===== src/rtl/lc3b_types.sv =====
// lc3b_types: shared LC-3b word and cache-line types.
package lc3b_types;
    typedef logic [15:0]  lc3b_word;
    typedef logic [127:0] lc3b_data;
endpackage


===== src/rtl/cache_control.sv =====
// cache_control: 2-way write-back cache controller; hits complete in one cycle,
// misses optionally write back the dirty victim and then fill it from pmem.
module cache_control
    import lc3b_types::*;
(
    input  logic clk,
    input  logic reset,
    input  logic mem_read,
    input  logic mem_write,
    input  logic hit0,
    input  logic hit1,
    input  logic dirty0,
    input  logic dirty1,
    input  logic lru_out,
    input  logic pmem_resp,
    output logic mem_resp,
    output logic pmem_read,
    output logic pmem_write,
    output logic way_select,
    output logic load_way0,
    output logic load_way1,
    output logic data_in_sel,
    output logic load_dirty,
    output logic dirty_in,
    output logic load_lru,
    output logic lru_in,
    output logic pmem_addr_sel
);
    typedef enum logic [1:0] {S_CHECK, S_WRITEBACK, S_FILL} state_t;

    state_t r_state, w_next;
    logic   r_victim;
    logic   w_req, w_hit, w_miss;

    // Gating with reset keeps every output low while reset is held.
    assign w_req  = (mem_read | mem_write) & ~reset;
    assign w_hit  = hit0 | hit1;
    assign w_miss = (r_state == S_CHECK) & w_req & ~w_hit;

    always_ff @(posedge clk or posedge reset) begin
        if (reset) begin
            r_state  <= S_CHECK;
            r_victim <= 1'b0;
        end else begin
            r_state  <= w_next;
            if (w_miss)
                r_victim <= lru_out;
        end
    end

    always_comb begin
        w_next        = r_state;
        mem_resp      = 1'b0;
        pmem_read     = 1'b0;
        pmem_write    = 1'b0;
        way_select    = 1'b0;
        load_way0     = 1'b0;
        load_way1     = 1'b0;
        data_in_sel   = 1'b0;
        load_dirty    = 1'b0;
        dirty_in      = 1'b0;
        load_lru      = 1'b0;
        lru_in        = 1'b0;
        pmem_addr_sel = 1'b0;
        if (!reset) begin
            case (r_state)
                S_CHECK: begin
                    if (w_req && w_hit) begin
                        mem_resp   = 1'b1;
                        way_select = ~hit0;
                        load_lru   = 1'b1;
                        lru_in     = hit0;
                        load_way0  = mem_write & hit0;
                        load_way1  = mem_write & ~hit0;
                        load_dirty = mem_write;
                        dirty_in   = mem_write;
                    end else if (w_req) begin
                        w_next = (lru_out ? dirty1 : dirty0) ? S_WRITEBACK : S_FILL;
                    end
                end
                S_WRITEBACK: begin
                    pmem_write    = 1'b1;
                    pmem_addr_sel = 1'b1;
                    way_select    = r_victim;
                    w_next        = pmem_resp ? S_FILL : S_WRITEBACK;
                end
                S_FILL: begin
                    pmem_read   = 1'b1;
                    way_select  = r_victim;
                    load_way0   = pmem_resp & ~r_victim;
                    load_way1   = pmem_resp & r_victim;
                    data_in_sel = pmem_resp;
                    load_dirty  = pmem_resp;
                    w_next      = pmem_resp ? S_CHECK : S_FILL;
                end
                default: w_next = S_CHECK;
            endcase
        end
    end
endmodule


===== config.mk =====
export PLATFORM = sky130hd
export DESIGN_NAME = cache_control
export DESIGN_NICKNAME = d
export VERILOG_FILES = /design/src/rtl/lc3b_types.sv /design/src/rtl/cache_control.sv
export SDC_FILE = /design/constraint.sdc
export NUM_CORES = 1
export LEC_CHECK = 0
export CAP_MARGIN = 25
export CORE_AREA = 2 2 39 41
export CTS_BUF_LIST = sky130_fd_sc_hd__clkbuf_8
export DETAILED_ROUTE_END_ITERATION = 10
export DIE_AREA = 0 0 41 43
export PLACE_DENSITY = 0.72
export REMOVE_ABC_BUFFERS = 1
export SLEW_MARGIN = 20
export SYNTH_ARGS = -nofsm -noshare
export SYNTH_HDL_FRONTEND = slang
export SYNTH_SLANG_ARGS = --single-unit

===== constraint.sdc =====
create_clock -name clk -period 2.9 [get_ports clk]
set_input_delay 0.29 -clock clk [delete_from_list [all_inputs] [get_ports clk]]
set_output_delay 0.29 -clock clk [all_outputs]
set_load 0.05 [all_outputs]

-- Word-level counts from Yosys, hierarchy flattened
Cells that the tools add are included.
- flip-flop bits (word level): 3
- bits of input ports: 10
- logic and storage cells: 56
- eq/ne operators: 4
- mux-type cells: 33
- bitwise gates (word level): 13
- reductions and logical operators: 4
- operators by type and width (operator ; number):
    $mux W1 ; 23
    $mux W2 ; 5
    $pmux W1 S2 ; 4
    $and A1 B1 Y1 ; 7
    $pmux W2 S3 ; 1
    $ne A2 B2 Y1 const B ; 2
    $not A1 Y1 ; 4
    $reduce_and A3 Y1 ; 1
    $eq A2 B1 Y1 const B ; 1
    $eq A2 B2 Y1 const B ; 1
    $logic_not A2 Y1 ; 1
    $or A1 B1 Y1 ; 2
    $reduce_or A2 Y1 ; 1
    $logic_and A1 B1 Y1 ; 1

-- Longest topological paths before layout
Gate-level depths: netlist of run 1.
- word-level depth: 6
- depth in mapped cells: 6
- gate-level depth less buffers: 6

-- Least setup slack after synthesis of run 1
No wires, ideal clock.
- path type: register to output
- start point: register r_state[0]
- end point: output port way_select
- arrival: 2.061 ns
- required time: 2.610 ns
- path slack: 0.549 ns
- cell stages (with the launch flop): 6
- cells stage by stage: dfrtp_1 > inv_1 > ha_1 > o211a_4 > a32oi_1 > nor3_1
- word-level cells in the longest chain between the ends: 4
- elaborated cells on any way between the ends: 6
- classes of those cells: eq/ne: 2; mux: 2; reduce/logical: 2
- ends and longest elaborated chain (item ; line ; text):
    start, declared ; cache_control.sv:31 ; state_t r_state, w_next;
    start signal, assigned ; cache_control.sv:45 ; r_state <= w_next;
    $eq A2 B2 Y1 / $eq A2 B1 Y1 (equally long branches) ; cache_control.sv:66 ; case (r_state)
    $reduce_or A2 Y1 (no source line) ; -- ;
    $pmux W1 S2 (*) ; cache_control.sv:66 ;
    $mux W1 (*) ; cache_control.sv:65 ; if (!reset) begin
    end, declared ; cache_control.sv:19 ; output logic way_select,
Mark *: on every way between the ends. The rest lies on a longest branch, timed or not.

-- Worst setup path in the final report of run 1
- start point: input port reset
- end point: output port load_way1
- word-level cells in the longest chain between the ends: 6
- ends and longest elaborated chain (item ; line ; text):
    start, declared ; cache_control.sv:7 ; input logic reset,
    $not A1 Y1 (no source line) ; -- ;
    $and A1 B1 Y1 ; cache_control.sv:36 ; assign w_req = (mem_read | mem_write) & ~reset;
    $logic_and A1 B1 Y1 ; cache_control.sv:68 ; if (w_req && w_hit) begin
    $mux W1 ; cache_control.sv:68 ;
    $pmux W1 S2 ; cache_control.sv:66 ;
    $mux W1 (*) ; cache_control.sv:65 ;
    end, declared ; cache_control.sv:21 ; output logic load_way1,
Marked as above.

==> reports/qor.yml, run 1 <==
outcome:
  outcome: "finished, final reports clean"
global_route:
  grt_pass1_wl_um: 1393
  grt_use_total_pct: 11.07
  grt_max_degree: 9
  globalRoute.totalOverflow: 0
  grt_pass1_vias: 354
  antenna_found_initial: 0
layout:
  seq_area_um2: 75.07
  n_antenna_cell: 0
  fin_nets: 84
  multiInputGateArea_um2: 281.5
  synthToLayoutAreaGrowth_pct: 66.67
  finalNonFillerCells: 85
  n_fill_cell: 144
  mostFrequentLayoutCells: "20 x clkdlybuf4s50_1, 5 x nor2_1, 4 x a21oi_1, 4 x inv_1, 4 x ha_1"
  layout_commonest_cell: "clkdlybuf4s50_1"
  drive_above_1_share_pct: 15.94
pwr:
  power.density_nw_per_um2: 893.2
  power_frac_comb_pct: 65.7
  peakVddDrop_mv: 0.4786
  p_leak_nw: 0.2717
  pwr-share-seq_pct: 14.4
  clkPwrFrac_pct: 19.9
  internal_power_uw: 303.9
  swShare_pct: 47.21
  total_power_uw: 575.5
  p_switching_uw: 271.7
sta:
  worst_pin_slew_ps: 494.5
  rsz0062_at_grt: "false"
  tns_ps: 0
  slew_viol_final: 0
  clock.fmax_mhz: 387.9
  setup_violations: 0
  hold_viol_final: 0
  fin_crit_sh_pct: 88.91
  min_period_ps: 2578
  skew_ps: 3.823
  timing.slew.headroom_pct: 66.93
drt:
  drtIter0Drc: 8
  via_count: 407
  drtAntennaViolNets: 0
  wire_per_inst_um: 10.56
  routed_wl_um: 898
  vias_per_cell: 4.788
  drc: 0
  drt-pass1-iter-count: 2
placed_design:
  place_congestion: 0.7461
  dpl.cell_count: 81
  hpwl_um: 758.1
  port-buffer-count: 21
worst_setup_path:
  critPathMostFrequentCell: "clkdlybuf4s50_1"
  rrSetupSlack_ps: 1430
  critPathSlowestCell: "clkdlybuf4s50_1"
  critPathArrivalTime_ps: 2290
  regToRegStartpoint: "r_state[0]$_DFFE_PP0P_"
  end_kind: "output pin"
  cp.buffers_inverters: 3
  rr_endpoint: "r_victim$_DFFE_PP0P_"
  cpPeakStageDelay_ps: 810
  crit_required_ps: 2610
  crit_fanout: 8
  crit_family: "buffers and inverters"
  path_cells: "clkdlybuf4s50_1, inv_2, o211a_4, nand4_1, a21oi_1, clkdlybuf4s50_1"
  crit_cells: 6
  crit_path_start_kind: "input port"
  reg2regPathDepth: 5
  criticalPathCategory: "in -> out"
clock_tree:
  clk_latency_ps: 210
  cts_setup_buffers: 0
  cts_buffers: 3
  path_clk_slew_ps: 30
  cts_tree: "built"
  htreeDepth: 1
  ctsHoldBuffers: 0
  cts-root-buf: "clkbuf_8"
  clk_path_buf_depth: 2
  clock-sinks: 3
  cts_resized: 0
floorplan:
  io_pins: 22
  start_util_pct: 27.94
  die_h_um: 43
  dieArea_um2: 1763
  std_cell_rows: 14
  core_area_um2: 1384
  fp.dieW_um: 41
worst_hold_path:
  hp-class: "in -> async"
logic_synthesis:
  synth_seq_area_share_pct: 19.42
  synth_area_um2: 386.6
  yosys_warnings: 0
  synthCells: 46
  synth_cell_type_count: 25
  avgSynthCellArea_um2: 8.405
  synth_seq_cells: 3
run:
  max_cap_violations: 0
==> power groups by stage <==
stage,logic (mW),clock network (mW),registers [mW]
6_report,0.378,0.115,0.0830
5_1_grt,0.402,0.125,0.0850
4_1_cts,0.380,0.118,0.0825
3_5_place_dp,0.379,0,0.0829
3_3_place_gp,0.379,0,0.0817
2_1_floorplan,0.273,0,0.0773
==> final cells by class <==
type / count / area share, %
multi-input cells: 37 / 43.69
repair buffers: 21 / 32.23
flip-flops and latches: 3 / 11.65
clock buffers: 3 / 6.408
well taps: 16 / 3.107
inverters: 4 / 2.330
clock inverters: 1 / 0.5825
==> sequential cells by signal, summed over array words and instances (netlist names) <==
name      flops
r_victim      1
r_state       2
==> routing by layer <==
metal	track usage (%)	vias to the layer above	routed length, µm
met5	0	-	0
met4	2.000	0	0
met3	3.141	0	54
met2	16.25	12	433
met1	15.86	191	410
li1	-	204	-
==> cell families (layout without fill, tap and decap cells) <==
group / Yosys count / in the layout / synth area share, %
and+or+nand+nor: 17 / 17 / 23.95
AOI/OAI and AO/OA: 11 / 11 / 20.39
buffers and inverters: 6 / 29 / 7.765
muxes: 5 / 5 / 15.53
adders and majority gates: 4 / 4 / 12.95
DFF: 3 / 3 / 19.42
==> worst max path at each step <==
stage                           start         to  slack, ps
5_1_grt                         reset  load_way1        180
4_1_cts                         reset  load_way1        320
3_5_place_dp                    reset  load_way1        320
6_report                        reset  load_way1        320
3_3_place_gp                    reset  load_way1        370
2_1_floorplan  r_state[0]$_DFFE_PP0P_   load_lru        330
==> cells in the mapped netlist, drive strengths merged <==
cell	n	area share, %
a32oi	1	2.3
o211ai	1	1.9
inv	4	3.9
dfrtp	3	19
a31oi	1	1.6
nand2	3	3.6
a21oi	5	7.4
o21ai	2	2.6
mux2i	3	7.8
nor3b	1	1.9
nor3	1	1.3
o211a	1	4.5
mux2	2	7.8
nor2b	3	4.9
buf	2	3.9
nand4	1	1.6
nor2	6	7.8
ha	4	13
nand3	1	1.3
and2	1	1.6
==> through the flow <==
step / util (%) / hold WS [ps] / setup WS (ps) / instance area, µm²
after detailed placement: 43.31 / 567.2 / 322.6 / 599.3
final: 46.56 / 475.3 / 321.7 / 644.4
after CTS: 46.56 / 470.0 / 319.9 / 644.4
after floorplan: - / 40.22 / 331.5 / 371.6
after global routing: 46.56 / 509.7 / 178.1 / 644.4
after global placement: 43.31 / 565.6 / 366.2 / 599.3
==> worst register-to-register path, delay by kind of cell, from the launching register on <==
kind | cells | cell delay (ps)
and+or+nand+nor | 1 | 50
muxes | 1 | 290
buffers and inverters | 1 | 100
AOI/OAI and AO/OA | 1 | 230
DFF | 1 | 390
adders and majority gates | 1 | 290
Power figures use the tool's default switching activity.
==> run 2: changes to the inputs <==
--- a/config.mk
+++ b/config.mk
@@ -5,12 +5,13 @@
 export SDC_FILE = /design/constraint.sdc
 export NUM_CORES = 1
 export LEC_CHECK = 0
+export ABC_AREA = 1
 export CAP_MARGIN = 25
 export CORE_AREA = 2 2 39 41
 export CTS_BUF_LIST = sky130_fd_sc_hd__clkbuf_8
 export DETAILED_ROUTE_END_ITERATION = 10
 export DIE_AREA = 0 0 41 43
-export PLACE_DENSITY = 0.72
+export PLACE_DENSITY = 0.74
 export REMOVE_ABC_BUFFERS = 1
 export SLEW_MARGIN = 20
 export SYNTH_ARGS = -nofsm -noshare
==> constraint.sdc (replaced) <==
create_clock -name clk -period 2.9 [get_ports clk]
set_input_delay 0.58 -clock clk [delete_from_list [all_inputs] [get_ports clk]]
set_output_delay 0.58 -clock clk [all_outputs]
set_load 0.05 [all_outputs]
==> run 2 against run 1 <==
Synthesized cell count is 48% higher. Via count rose by 16%. Area after synthesis up 5.8%. Critical endpoint is now load_dirty. Largest cell class is now buffers.
==> reports/qor.yml, run 2 <==
outcome:
  outcome: "finished, final reports clean"
worst_setup_path:
  reg2regPathDepth: 8  # +3
  critPathArrivalTime_ps: 1970  # -320 ps
  rrSetupSlack_ps: 1540  # +110 ps
  rr_endpoint: "r_state[1]$_DFFE_PP0P_"
  crit_required_ps: 2320  # -290 ps
  crit_path_start_kind: "input port"
  crit_fanout: 7  # -1
  regToRegStartpoint: "r_state[0]$_DFFE_PP0P_"
  end_kind: "output pin"
  criticalPathCategory: "in -> out"
logic_synthesis:
  synth_top_cell_area_share_pct: 18.35  # -1.1 points
  synthFlopType: "dfrtp_1"
  synth_edf_count: 0  # unchanged
  synthTopCellsByArea: "dfrtp_1 18%, nand2_1 14%, ha_1 12%"
  avgSynthCellArea_um2: 6.017  # -28%
  synth_seq_area_share_pct: 18.35  # -1.1 points
  synth-async-reset-ratio_pct: 100.0  # unchanged
  synth.most_common_cell: "nand2_1"
  synth_cell_type_count: 19  # -24%
  synth_seq_cells: 3  # unchanged
  synthTopCellsByCount: "15 x nand2_1, 11 x inv_1, 9 x nor2_1"
  synth_area_um2: 409.1  # +5.8%
  synth_top_area_cell: "dfrtp_1"
  yosys_warnings: 0  # unchanged
  synthCells: 68  # +48%
drt:
  vias_per_cell: 4.462  # -6.8%
  drtAntennaViolNets: 0  # unchanged
  wire_per_inst_um: 9.604  # -9.1%
  via_count: 473  # +16%
  drtIter0Drc: 9  # +1
  routed_wl_um: 1018  # +13%
  drc: 0  # unchanged
  drt-pass1-iter-count: 4  # +2
floorplan:
  dieArea_um2: 1763  # unchanged
  die_h_um: 43  # unchanged
  std_cell_rows: 14  # unchanged
  io_pins: 22  # unchanged
  fp.dieW_um: 41  # unchanged
  start_util_pct: 29.57  # +1.6 points
  core_area_um2: 1384  # unchanged
clock_tree:
  cts_tree: "built"
  cts_buffers: 3  # unchanged
  clock-sinks: 3  # unchanged
  cts-root-buf: "clkbuf_8"
  cts_setup_buffers: 0  # unchanged
  cts_resized: 0  # unchanged
  path_clk_slew_ps: 30  # about the same
  htreeDepth: 1  # unchanged
  ctsHoldBuffers: 0  # unchanged
  clk_latency_ps: 210  # about the same
  clk_path_buf_depth: 2  # unchanged
placed_design:
  hpwl_um: 856.9  # +13%
  place_area_um2: 689.4  # +15%
  port-buffer-count: 21  # unchanged
  dpl.cell_count: 102  # +26%
  place_congestion: 0.8541  # +14%
global_route:
  antenna_found_initial: 0  # unchanged
  grt_max_degree: 10  # +1
  globalRouteMet2Util_pct: 19.06  # +2.8 points
  grt_use_total_pct: 13.78  # +2.7 points
  grt_pass1_vias: 418  # +18%
  grt_pass1_wl_um: 1669  # +20%
  met1_usage_pct: 19.42  # +3.6 points
  globalRoute.totalOverflow: 0  # unchanged
  top_usage_layer: "met1"
  met3_usage_pct: 3.665  # +0.52 points
sta:
  slew_viol_final: 0  # unchanged
  min_period_ps: 2548  # -30.53 ps
  setup_violations: 0  # unchanged
  clock.fmax_mhz: 392.5  # +1.2%
  tns_ps: 0  # unchanged
  rsz0062_at_grt: "false"
  skew_ps: 0.3528  # -3.470 ps
  timing.slew.headroom_pct: 74.99  # +8.1 points
  fin_crit_sh_pct: 87.85  # -1.1 points
  hold_viol_final: 0  # unchanged
  worst_pin_slew_ps: 372.3  # -122.2 ps
  holdWs_ps: 550.2  # +74.95 ps
layout:
  finish.utilization_pct: 53.07  # +6.5 points
  n_antenna_cell: 0  # unchanged
  largest_reg_flops: 2  # unchanged
  finalInstanceArea_um2: 734.5  # +14%
  drive_above_1_share_pct: 23.33  # +7.4 points
  synthToLayoutAreaGrowth_pct: 79.51
  finalNonFillerCells: 106  # +25%
  mostFrequentLayoutCells: "15 x nand2_1, 12 x inv_1, 9 x nor2_1, 9 x clkdlybuf4s50_1, 8 x buf_12"
  top_register: "r_state"
  layout_commonest_cell: "nand2_1"
  n_fill_cell: 137  # -4.9%
  fin_nets: 105  # +25%
  top_regs: "r_state: 2 flops, r_victim: 1 flops"
pwr:
  power.density_nw_per_um2: 823.8  # -7.8%
  peakVddDrop_mv: 0.3667  # -23%
  p_leak_nw: 0.3619  # +33%
worst_hold_path:
  hp-class: "reg -> reg"
  hold_path_depth: 2
  hp-start: "r_victim$_DFFE_PP0P_"
  min_to: "r_victim$_DFFE_PP0P_"
run:
  max_cap_violations: 0  # unchanged
==> run 2: changes by cell type in the layout (fill, tap and decap cells not counted), sizes merged, moves of 2 or more <==
cell and delta:
nand2 +14, mux2i -3, nand3 +3, o21ai +3
inv +8, buf +11, mux2 -2, nor2 +4
nand4 +2, nor2b -3, clkdlybuf4s50 -11
==> run 2: area by class of cell <==
| cell class | count | area [µm²] | share of cell area (%) |
|---|---|---|---|
| Tap cell | 16 | 20.02 | 2.726 |
| Clock buffer | 3 | 41.29 | 5.622 |
| Timing Repair Buffer | 21 | 280.3 | 38.16 |
| Sequential cell | 3 | 75.07 | 10.22 |
| Multi-Input combinational cell | 50 | 269.0 | 36.63 |
| Inverter | 12 | 45.04 | 6.133 |
| Clock inverter | 1 | 3.754 | 0.5111 |
==> run 2: logic make-up after synthesis <==
kind of cell,after synthesis,synth area share [%]
simple gates,36,38.84
buf+inv,15,15.90
compound gates,10,14.68
fa+ha+maj,4,12.23
flops,3,18.35
==> run 2: metal layers <==
layer / share of wire [%] / routed length (µm)
met1: 47 / 483
met2: 43 / 435
met3: 7.9 / 80
met4: 1.9 / 19
met5: 0 / 0
==> run 2: how the worst max path moves through the flow <==
stage / start / end / slack, ps / cells after the start
finish: reset / load_dirty / 350 / 7
global route: reset / load_dirty / 230 / 7
CTS: reset / load_dirty / 340 / 7
detailed placement: reset / load_dirty / 350 / 7
global placement: reset / load_dirty / 370 / 7
floorplan: r_state[0]$_DFFE_PP0P_ / load_dirty / 390 / 5
==> run 2: metrics by stage <==
step / worst slack, ps / power [mW]
global placement: 374.9 / 0.4852
CTS: 338.6 / 0.6095
finish: 352.2 / 0.6051
detailed placement: 349.0 / 0.4909
global route: 230.7 / 0.6512
floorplan: 385.8 / 0.3321
==> run 2: power breakdown <==
part           total (mW)  internal (mW)  switching (mW)  leakage (nW)
Clock               0.116         0.0899          0.0260        0.0269
Combinational       0.407          0.161           0.246         0.297
Sequential         0.0822         0.0613          0.0210        0.0379
==> run 2: critical path, cell delays in order <==
cell and delay, ps:
clkdlybuf4s50_1 530, inv_2 180, o21ai_2 90, nor2_1 90, nand2_1 80, o21bai_1 240
buf_12 170
